==> config.mk <==
export PLATFORM = sky130hd
export DESIGN_NAME = neo_sdcmd_queue
export DESIGN_NICKNAME = d
export VERILOG_FILES = /design/src/rtl/neo_sdcmd_queue.sv
export SDC_FILE = /design/constraint.sdc
export NUM_CORES = 1
export LEC_CHECK = 0
export ABC_AREA = 1
export ABC_CLOCK_PERIOD_IN_PS = 1600
export BUFFER_PORTS_ARGS = -buffer_cell sky130_fd_sc_hd__buf_2
export CAP_MARGIN = 20
export CELL_PAD_IN_SITES_DETAIL_PLACEMENT = 0
export CELL_PAD_IN_SITES_GLOBAL_PLACEMENT = 2
export CORE_ASPECT_RATIO = 1.75
export CORE_UTILIZATION = 33
export DETAILED_ROUTE_END_ITERATION = 7
export PLACE_DENSITY = 0.79
export SLEW_MARGIN = 10
export SYNTH_ARGS = -nofsm -noshare
export SYNTH_HDL_FRONTEND = slang
export SYNTH_SLANG_ARGS = --single-unit
==> constraint.sdc <==
create_clock -name CLK_24M -period 1.6 [get_ports CLK_24M]
set_input_delay 0 -clock CLK_24M [delete_from_list [all_inputs] [get_ports CLK_24M]]
set_output_delay 0 -clock CLK_24M [all_outputs]
set_load 0.01 [all_outputs]
==> src/rtl/neo_sdcmd_queue.sv <==
// neo_sdcmd_queue
// Sound-command mailbox between the 68K and the Z80 sound CPU, all in the
// CLK_24M domain. 68K commands are queued in a small FIFO; the Z80 sees the
// head byte on its port $x0 read and gets one NMI per queued command, with a
// fixed high gap between NMIs. The Z80's port $xC write is latched as a
// reply byte for the 68K.
//
// Ports:
//   CLK_24M     in   sole clock
//   nRESET      in   asynchronous active-low reset
//   nSDW        in   68K command write strobe (active low), data on M68K_DATA
//   nSDZ80R     in   Z80 port $x0 read strobe (active low); its rise pops
//   nSDZ80W     in   Z80 port $xC write strobe (active low), data on SDD_IN
//   nNMI_SET    in   Z80 port $x8 write strobe; SDA_L4=0 enables, 1 disables
//   SDD_OUT     out  FIFO head, or the last popped byte when empty
//   M68K_REPLY  out  last Z80 reply byte
//   nZ80NMI     out  registered NMI, low while the FSM is in ASSERT
//   CMD_COUNT   out  FIFO occupancy
//   FIFO_FULL   out  occupancy equals DEPTH
//   OVERRUN     out  sticky: a command was dropped because the FIFO was full
//   DBG_STATE   out  FSM state (0 IDLE, 1 ASSERT, 2 GAP)
//
// Handshake: there is no valid/ready pair; each strobe is an asynchronous
// pulse held low for at least 5 clocks. A push is accepted unless the FIFO
// is full with no pop in the same cycle; a pop is only accepted in ASSERT.
module neo_sdcmd_queue #(
  parameter int DEPTH      = 4,
  parameter int GAP_CYCLES = 48
) (
  input  logic                     CLK_24M,
  input  logic                     nRESET,
  input  logic                     nSDW,
  input  logic [7:0]               M68K_DATA,
  input  logic                     nSDZ80R,
  input  logic                     nSDZ80W,
  input  logic                     nNMI_SET,
  input  logic                     SDA_L4,
  input  logic [7:0]               SDD_IN,
  output logic [7:0]               SDD_OUT,
  output logic [7:0]               M68K_REPLY,
  output logic                     nZ80NMI,
  output logic [$clog2(DEPTH):0]   CMD_COUNT,
  output logic                     FIFO_FULL,
  output logic                     OVERRUN,
  output logic [1:0]               DBG_STATE
);

  localparam int AW = $clog2(DEPTH);
  localparam int CW = AW + 1;
  localparam int GW = (GAP_CYCLES > 1) ? $clog2(GAP_CYCLES) : 1;
  localparam logic [GW-1:0] GAP_LOAD = GW'(GAP_CYCLES - 1);

  typedef enum logic [1:0] {
    IDLE   = 2'd0,
    ASSERT = 2'd1,
    GAP    = 2'd2
  } state_t;

  state_t        state;
  logic [GW-1:0] gap_cnt;
  logic          nmi_en;
  logic [7:0]    last;
  logic [AW-1:0] wr_ptr;
  logic [AW-1:0] rd_ptr;
  logic [7:0]    mem [DEPTH];

  // Strobe synchronizers: bit 0 nSDW, 1 nSDZ80R, 2 nSDZ80W, 3 nNMI_SET.
  logic [3:0] strb;
  logic [3:0] sync1;
  logic [3:0] sync2;
  logic [3:0] dly;
  logic [3:0] fall;
  logic [3:0] rise;

  assign strb = {nNMI_SET, nSDZ80W, nSDZ80R, nSDW};

  always_ff @(posedge CLK_24M or negedge nRESET) begin
    if (!nRESET) begin
      sync1 <= '1;
      sync2 <= '1;
      dly   <= '1;
    end else begin
      sync1 <= strb;
      sync2 <= sync1;
      dly   <= sync2;
    end
  end

  assign fall = ~sync2 & dly;
  assign rise = sync2 & ~dly;

  logic push_ev;
  logic pop;
  logic push_ok;

  assign push_ev = fall[0];
  // CMD_COUNT is never zero in ASSERT; the guard only keeps the pointers sane.
  assign pop     = rise[1] && (state == ASSERT) && (CMD_COUNT != '0);
  // A pop in the same cycle frees an entry, so a push into a full FIFO is kept.
  assign push_ok = push_ev && (!FIFO_FULL || pop);

  assign FIFO_FULL = (CMD_COUNT == CW'(DEPTH));
  assign SDD_OUT   = (CMD_COUNT != '0) ? mem[rd_ptr] : last;
  assign DBG_STATE = state;

  // Storage is deliberately not reset.
  always_ff @(posedge CLK_24M) begin
    if (push_ok) begin
      mem[wr_ptr] <= M68K_DATA;
    end
  end

  always_ff @(posedge CLK_24M or negedge nRESET) begin
    if (!nRESET) begin
      wr_ptr     <= '0;
      rd_ptr     <= '0;
      CMD_COUNT  <= '0;
      OVERRUN    <= 1'b0;
      last       <= 8'h00;
      M68K_REPLY <= 8'h00;
      nmi_en     <= 1'b0;
    end else begin
      if (push_ok) begin
        wr_ptr <= wr_ptr + 1'b1;
      end
      if (push_ev && !push_ok) begin
        OVERRUN <= 1'b1;
      end
      if (pop) begin
        rd_ptr <= rd_ptr + 1'b1;
        last   <= mem[rd_ptr];
      end
      case ({push_ok, pop})
        2'b10:   CMD_COUNT <= CMD_COUNT + 1'b1;
        2'b01:   CMD_COUNT <= CMD_COUNT - 1'b1;
        default: CMD_COUNT <= CMD_COUNT;
      endcase
      if (fall[2]) begin
        M68K_REPLY <= SDD_IN;
      end
      // Port $08 (A4=0) enables, port $18 (A4=1) disables.
      if (fall[3]) begin
        nmi_en <= ~SDA_L4;
      end
    end
  end

  // NMI sequencer. nZ80NMI is registered alongside the state so it is low
  // exactly while state is ASSERT.
  always_ff @(posedge CLK_24M or negedge nRESET) begin
    if (!nRESET) begin
      state   <= IDLE;
      gap_cnt <= '0;
      nZ80NMI <= 1'b1;
    end else begin
      case (state)
        IDLE: begin
          if ((CMD_COUNT != '0) && nmi_en) begin
            state   <= ASSERT;
            nZ80NMI <= 1'b0;
          end
        end
        ASSERT: begin
          if (pop) begin
            state   <= GAP;
            gap_cnt <= GAP_LOAD;
            nZ80NMI <= 1'b1;
          end else if (!nmi_en) begin
            // Command stays queued; it is re-signalled once re-enabled.
            state   <= IDLE;
            nZ80NMI <= 1'b1;
          end
        end
        GAP: begin
          // Leave on the cycle the counter reaches zero, so the line stays
          // high for exactly GAP_CYCLES clocks before the next assertion.
          if (gap_cnt != '0) begin
            gap_cnt <= gap_cnt - 1'b1;
          end
          if (gap_cnt <= GW'(1)) begin
            state <= IDLE;
          end
        end
        default: begin
          state   <= IDLE;
          nZ80NMI <= 1'b1;
        end
      endcase
    end
  end

endmodule

=== After elaboration in Yosys (flattened, before gate mapping) ===
Memory sizes are Yosys's and may differ from the RTL's.
Cells that the tools add are included.

* Memories: 1
* Word-level logic and storage cells: 68
* Register bits: 46
* Output and inout bits: 24
* Memory bits (writable): 32
* Input port bits: 23

{| class="wikitable"
|+ Memory list
! memory !! depth !! bits a word !! read ports !! clocked after memory_dff !! wr ports !! line !! text
|-
| mem || 4 || 8 || 1 || 0 || 1 || 65 || <nowiki>logic [7:0] mem [DEPTH];</nowiki>
|}

* Bitwise gates (word level): 6
* $lt $le $gt $ge: 1
* Reduce and logical (&&, ||, !) cells: 16
* Add/sub/neg operators: 5
* Multiplexer cells: 16
* Eq/ne operators: 10

{| class="wikitable"
|+ Operators with widths
! kind !! count
|-
| two-way mux 6 bit || 2
|-
| case mux 6 bit (2 select lines) || 1
|-
| AND reduction 3 bit || 3
|-
| two-way mux 2 bit || 4
|-
| two-way mux 8 bit || 1
|-
| inequality test 2 bit, second input constant || 4
|-
| <= comparator 6 x 1 -> 1 bit, second input constant || 1
|-
| case mux 2 bit (3 select lines) || 1
|-
| case mux 3 bit (2 select lines) || 1
|-
| nonzero test 6 bit || 1
|-
| subtractor 6 x 1 -> 6 bit, second input constant || 1
|-
| logical AND 1 bit || 5
|-
| two-way mux 1 bit || 5
|-
| adder 2 x 1 -> 2 bit, second input constant || 2
|-
| AND 4 bit || 1
|-
| equality test 2 x 1 -> 1 bit, second input constant || 2
|-
| equality test 2 bit, second input constant || 2
|-
| NOT 4 bit || 1
|-
| nonzero test 2 bit || 2
|-
| adder 3 x 1 -> 3 bit, second input constant || 1
|-
| equality test 3 bit, second input constant || 1
|-
| inequality test 3 bit, second input constant || 1
|-
| case mux 1 bit (3 select lines) || 1
|-
| nonzero test 3 bit || 1
|-
| 7 further kinds || 9
|}

=== Depth between registers and ports, before layout ===
* Depth in word-level cells: 8
* Mapped depth: 10
* Mapped depth without buffers: 10

=== Worst setup path before layout ===
No wires, ideal clock.

* Kind: flip-flop to flip-flop
* Start point: register CMD_COUNT[0]
* End point: register CMD_COUNT[2]
* Period minus slack after synthesis: 1686 ps
* Slack: -86 ps
* Library setup time: 63 ps
* Stages on the path, launching flop included: 11
* Arrival time: 1623 ps
* Data required time: 1537 ps
* Cell sequence: dfrtp_1 > nor2_1 > nand2_1 > buf_4 > nand3_1 > fa_1 > inv_1 > nand4_1 > nand3_1 > nand2_1 > inv_1

* Longest elaborated chain between the ends: 6

{| class="wikitable"
|+ Ends and longest elaborated chain
! what !! line !! text
|-
| from (decl) || 42 || <nowiki>output logic [$clog2(DEPTH):0] CMD_COUNT,</nowiki>
|-
| from (signal assigned) || 134 || <nowiki>2'b10: CMD_COUNT <= CMD_COUNT + 1'b1;</nowiki>
|-
| from (signal assigned) || 135 || <nowiki>2'b01: CMD_COUNT <= CMD_COUNT - 1'b1;</nowiki>
|-
| equality test 3 bit or nonzero test 3 bit (tied branches) || 102, 98 ||
|-
| zero test 1 bit or logical AND 1 bit (tied branches) || 100, 98 ||
|-
| logical OR 1 bit || 100 || <nowiki>assign push_ok = push_ev && (!FIFO_FULL || pop);</nowiki>
|-
| logical AND 1 bit || 100 ||
|-
| equality test 2 x 1 -> 1 bit or equality test 2 bit (tied branches) || 133 || <nowiki>case ({push_ok, pop})</nowiki>
|-
| case mux 3 bit (2 select lines) or nonzero test 2 bit (tied branches) || -- ||
|}

Parallel ways exist; a longest one is shown, timed or not.
A chain may end at the register's enable or synchronous reset.

=== Worst setup path after layout ===
* Start point: register sync2[1]
* End point: register CMD_COUNT[1]

* Longest elaborated chain between the ends: 7

{| class="wikitable"
|+ Ends and longest elaborated chain
! what !! line !! text
|-
| from (decl) || 70 || <nowiki>logic [3:0] sync2;</nowiki>
|-
| from (signal assigned) || 84 || <nowiki>sync2 <= sync1;</nowiki>
|-
| AND 2 bit (*) || 90 || <nowiki>assign rise = sync2 & ~dly;</nowiki>
|-
| logical AND 1 bit (*) (2 in a row) || 98 || <nowiki>assign pop = rise[1] && (state == ASSERT) && (CMD_COUNT != '0);</nowiki>
|-
| logical OR 1 bit || 100 ||
|-
| logical AND 1 bit || 100 ||
|-
| equality test 2 x 1 -> 1 bit or equality test 2 bit (tied branches) || 133 ||
|-
| case mux 3 bit (2 select lines) or nonzero test 2 bit (tied branches) || -- ||
|}

Mark *: on every way between the ends. The rest lies on a longest branch, timed or not.

==> impl_metrics.json <==
{
  "drc": 0,
  "status": "complete, but fails checks",
  "setup_slack_ns": -0.0530,
  "stdcell_count": 522,
  "cap_violations": 0,
  "cp-end-kind": "flip-flop",
  "gr-total-overflow": 0,
  "power.switching_mw": 2.98,
  "clk_pin_slew_ns": 0.06,
  "cts-root-buf": "clkbuf_16",
  "die_w_um": 77.1,
  "clk_latency_ns": 0.33,
  "rsz0062_at_grt": "yes",
  "grt_pass1_vias": 2434,
  "syn_to_final_growth_pct": 41.2,
  "fp.coreArea_um2": 9530,
  "avgRoutedWirePerCell_um": 13.4,
  "power_mw": 8.10,
  "syn_nets": 323,
  "fmax_mhz": 605,
  "drt_pass1_iterations": 4,
  "critPathArrivalTime_ns": 1.87,
  "yosys_warnings": 0,
  "clockBufferDepth": 2,
  "fin_area_um2": 4600,
  "synth.cell_area_um2": 3250,
  "dpl-instance-area_um2": 3780,
  "clkSinkCount": 78,
  "slowest_stage": "dfstp_2",
  "r2r_end": "CMD_COUNT[1]$_DFFE_PN0P_",
  "gp_congestion": 0.773,
  "cts_made_buffers": 9,
  "rrSetupSlack_ns": -0.05,
  "crit_top_cell": "nand2_2",
  "worst_ep_required_time_ns": 1.82,
  "dp_cells": 473,
  "critPathMaxStageDelay_ns": 0.53,
  "path_cells": "nand2_2, nor2_4, buf_6, nand3_4, fa_2, inv_2, nand2_2, o21ai_1",
  "die-area_um2": 10300,
  "switching_share_pct": 36.8,
  "syn_inst": 292,
  "critPathKind": "flip-flop to flip-flop",
  "diodes": 0,
  "synth_area_per_cell_um2": 11.1,
  "timing.final.crit_share_pct": 103,
  "ir_worst_vdd_mv": 1.09,
  "yosys_most_used_dff": "dfrtp_1",
  "fin_skew_ns": 0.00569,
  "ios": 47,
  "vias_per_cell": 4.53,
  "final-seq-area_um2": 2130,
  "hp-class": "input port to async pin",
  "hold_violations": 0,
  "multi_input_comb_area_um2": 1150,
  "ys_ff_latch": 78,
  "cts_tree": "done",
  "seq_area_frac_synth_pct": 65.4,
  "async_flop_share_pct": 59.0,
  "seqPwrFrac_pct": 34.5,
  "final_max_slew_viol_count": 0,
  "setup_viol": 5,
  "dp_hpwl_um": 4920,
  "comb_power_share_pct": 42.1,
  "grt_max_degree": 47,
  "tightest_slew_ns": 0.589,
  "finalWirelength_um": 7010,
  "setup_tns_ns": -0.117,
  "endpoint": "CMD_COUNT[1]$_DFFE_PN0P_",
  "io_buffers": 46,
  "vias": 2365,
  "grt_pass1_wl_um": 11700,
  "synth_edf_count": 32,
  "fin_util_pct": 48.2,
  "rows": 47,
  "p_leak_nw": 1.99,
  "p_per_area_nw_per_um2": 1760,
  "antenna_found_initial": 0,
  "cts-htree-levels": 3,
  "critPathLaunchType": "flip-flop",
  "nNetsFinal": 426,
  "p_int_mw": 5.12,
  "initial_core_util_pct": 34.2,
  "final.min_clock_period_ns": 1.65,
  "reg2reg_depth": 8,
  "r2r_start": "sync2[1]$_DFF_PN1_",
  "synth_cell_type_count": 30,
  "drt_iter0_drc": 41,
  "startpoint": "sync2[1]$_DFF_PN1_",
  "ant_nets": 0,
  "fp.dieH_um": 133,
  "max-slew-margin-rel_pct": 60.7,
  "crit_fanout": 3,
  "violations": "negative setup slack",
  "grtUsageTotal_pct": 15.3,
  "drive_above_1_share_pct": 41.8,
  "fillCellCount": 892,
  "power.share.clock_pct": 23.3
}
[worst min path at each step]
stage          startpoint                       end  depth (start not counted)  slack (ns)
2_1_floorplan      nRESET  CMD_COUNT[0]$_DFFE_PN0P_                          0       -0.30
3_3_place_gp      nSDZ80R        sync1[1]$_DFF_PN1_                          1        0.11
3_5_place_dp      nSDZ80R        sync1[1]$_DFF_PN1_                          1        0.11
4_1_cts           nSDZ80R        sync1[1]$_DFF_PN1_                          2        0.30
5_1_grt           nSDZ80R        sync1[1]$_DFF_PN1_                          2        0.30
6_report           nRESET    gap_cnt[1]$_DFFE_PN0P_                          3        0.29
[layout by cell type (no fill, tap or decap), drive strengths merged, types with 10 or more instances in the layout]
master and count:
buf 77, nand2 44, inv 40, o21ai 40, nor2 38, dfrtp 33, edfxtp 32, dlygate4sd3 22
dfstp 13, nand3 10
[registers in the layout, indices dropped and copies added (netlist names)]
signal	cells
nZ80NMI	1
last	8
sync2	4
gap_cnt	6
dly	4
DBG_STATE	2
mem	32
wr_ptr	2
sync1	4
CMD_COUNT	3
rd_ptr	2
nmi_en	1
M68K_REPLY	8
OVERRUN	1
[worst max-delay path: cells and delay by family, from the launching register on]
kind,cells,cell delay (ns)
AOI/OAI and AO/OA,1,0.05
adders and majority gates,1,0.53
buffers and inverters,2,0.15
DFF,1,0.53
and+or+nand+nor,4,0.28
[layer usage]
| metal | up-vias | routed length (um) | GRT usage (%) |
|---|---|---|---|
| li1 | 1176 | - | - |
| met1 | 1131 | 2610 | 15.1 |
| met2 | 50 | 4020 | 29.6 |
| met3 | 8 | 257 | 3.49 |
| met4 | 0 | 130 | 6.92 |
| met5 | - | 0 | 0 |
[metrics by stage]
stage	setup slack [ns]	hold WS, ns
2_1_floorplan	-0.0334	-0.296
3_3_place_gp	-0.120	0.106
3_5_place_dp	-0.166	0.107
4_1_cts	-0.152	0.298
5_1_grt	-0.155	0.301
6_report	-0.0530	0.293
[synth_stat cells (3+ instances only)]
library cell,number,share of area (%)
dfstp_2,13,10
xor2_1,4,1.1
inv_1,36,4.2
o21ai_0,37,5.7
nand3_1,10,1.5
nand2_2,3,0.58
o22ai_1,8,1.5
a21oi_1,3,0.46
nor2_1,36,4.2
nand4_1,3,0.58
dfrtp_1,33,25
nand2_1,39,4.5
mux2_2,8,2.8
ha_1,7,2.7
edfxtp_1,32,30
[area by class of cell]
class / count / area share (%)
flip-flops and latches: 78 / 46.4
multi-input cells: 170 / 25.0
repair buffers: 99 / 16.0
clock buffers: 9 / 4.90
well taps: 122 / 3.32
inverters: 37 / 3.19
clock inverters: 7 / 1.23
[power groups by stage]
stage / clock [mW] / sequential [mW] / combinational (mW)
finish: 1.89 / 2.80 / 3.41
floorplan: 0 / 2.80 / 1.58
global route: 2.03 / 2.85 / 3.79
detailed placement: 0 / 2.80 / 2.67
global placement: 0 / 2.78 / 2.65
CTS: 1.94 / 2.79 / 3.25
[what timing repair did]
| action | 4_1_cts | 5_1_grt |
|---|---|---|
| cloned | 2 | 0 |
| endpoints found under the setup margin | 42 | 42 |
| pin swaps | 8 | 11 |
| buffers inserted | 12 | 2 |
| hold endpoints to repair | 78 | 0 |
| hold buffers | 22 | 0 |
| resized for setup | 37 | 46 |
[kinds of logic (layout without fill, tap and decap cells)]
| family | Yosys count | after routing | share of synthesized area, % |
|---|---|---|---|
| flops | 78 | 78 | 65.4 |
| fa+ha+maj | 8 | 8 | 3.31 |
| xor+xnor | 5 | 5 | 1.35 |
| mux | 8 | 8 | 2.77 |
| simple gates | 95 | 95 | 12.6 |
| compound gates | 54 | 54 | 8.92 |
| buf+inv | 44 | 152 | 5.69 |
Note: power is estimated with default switching activity, not from simulation.
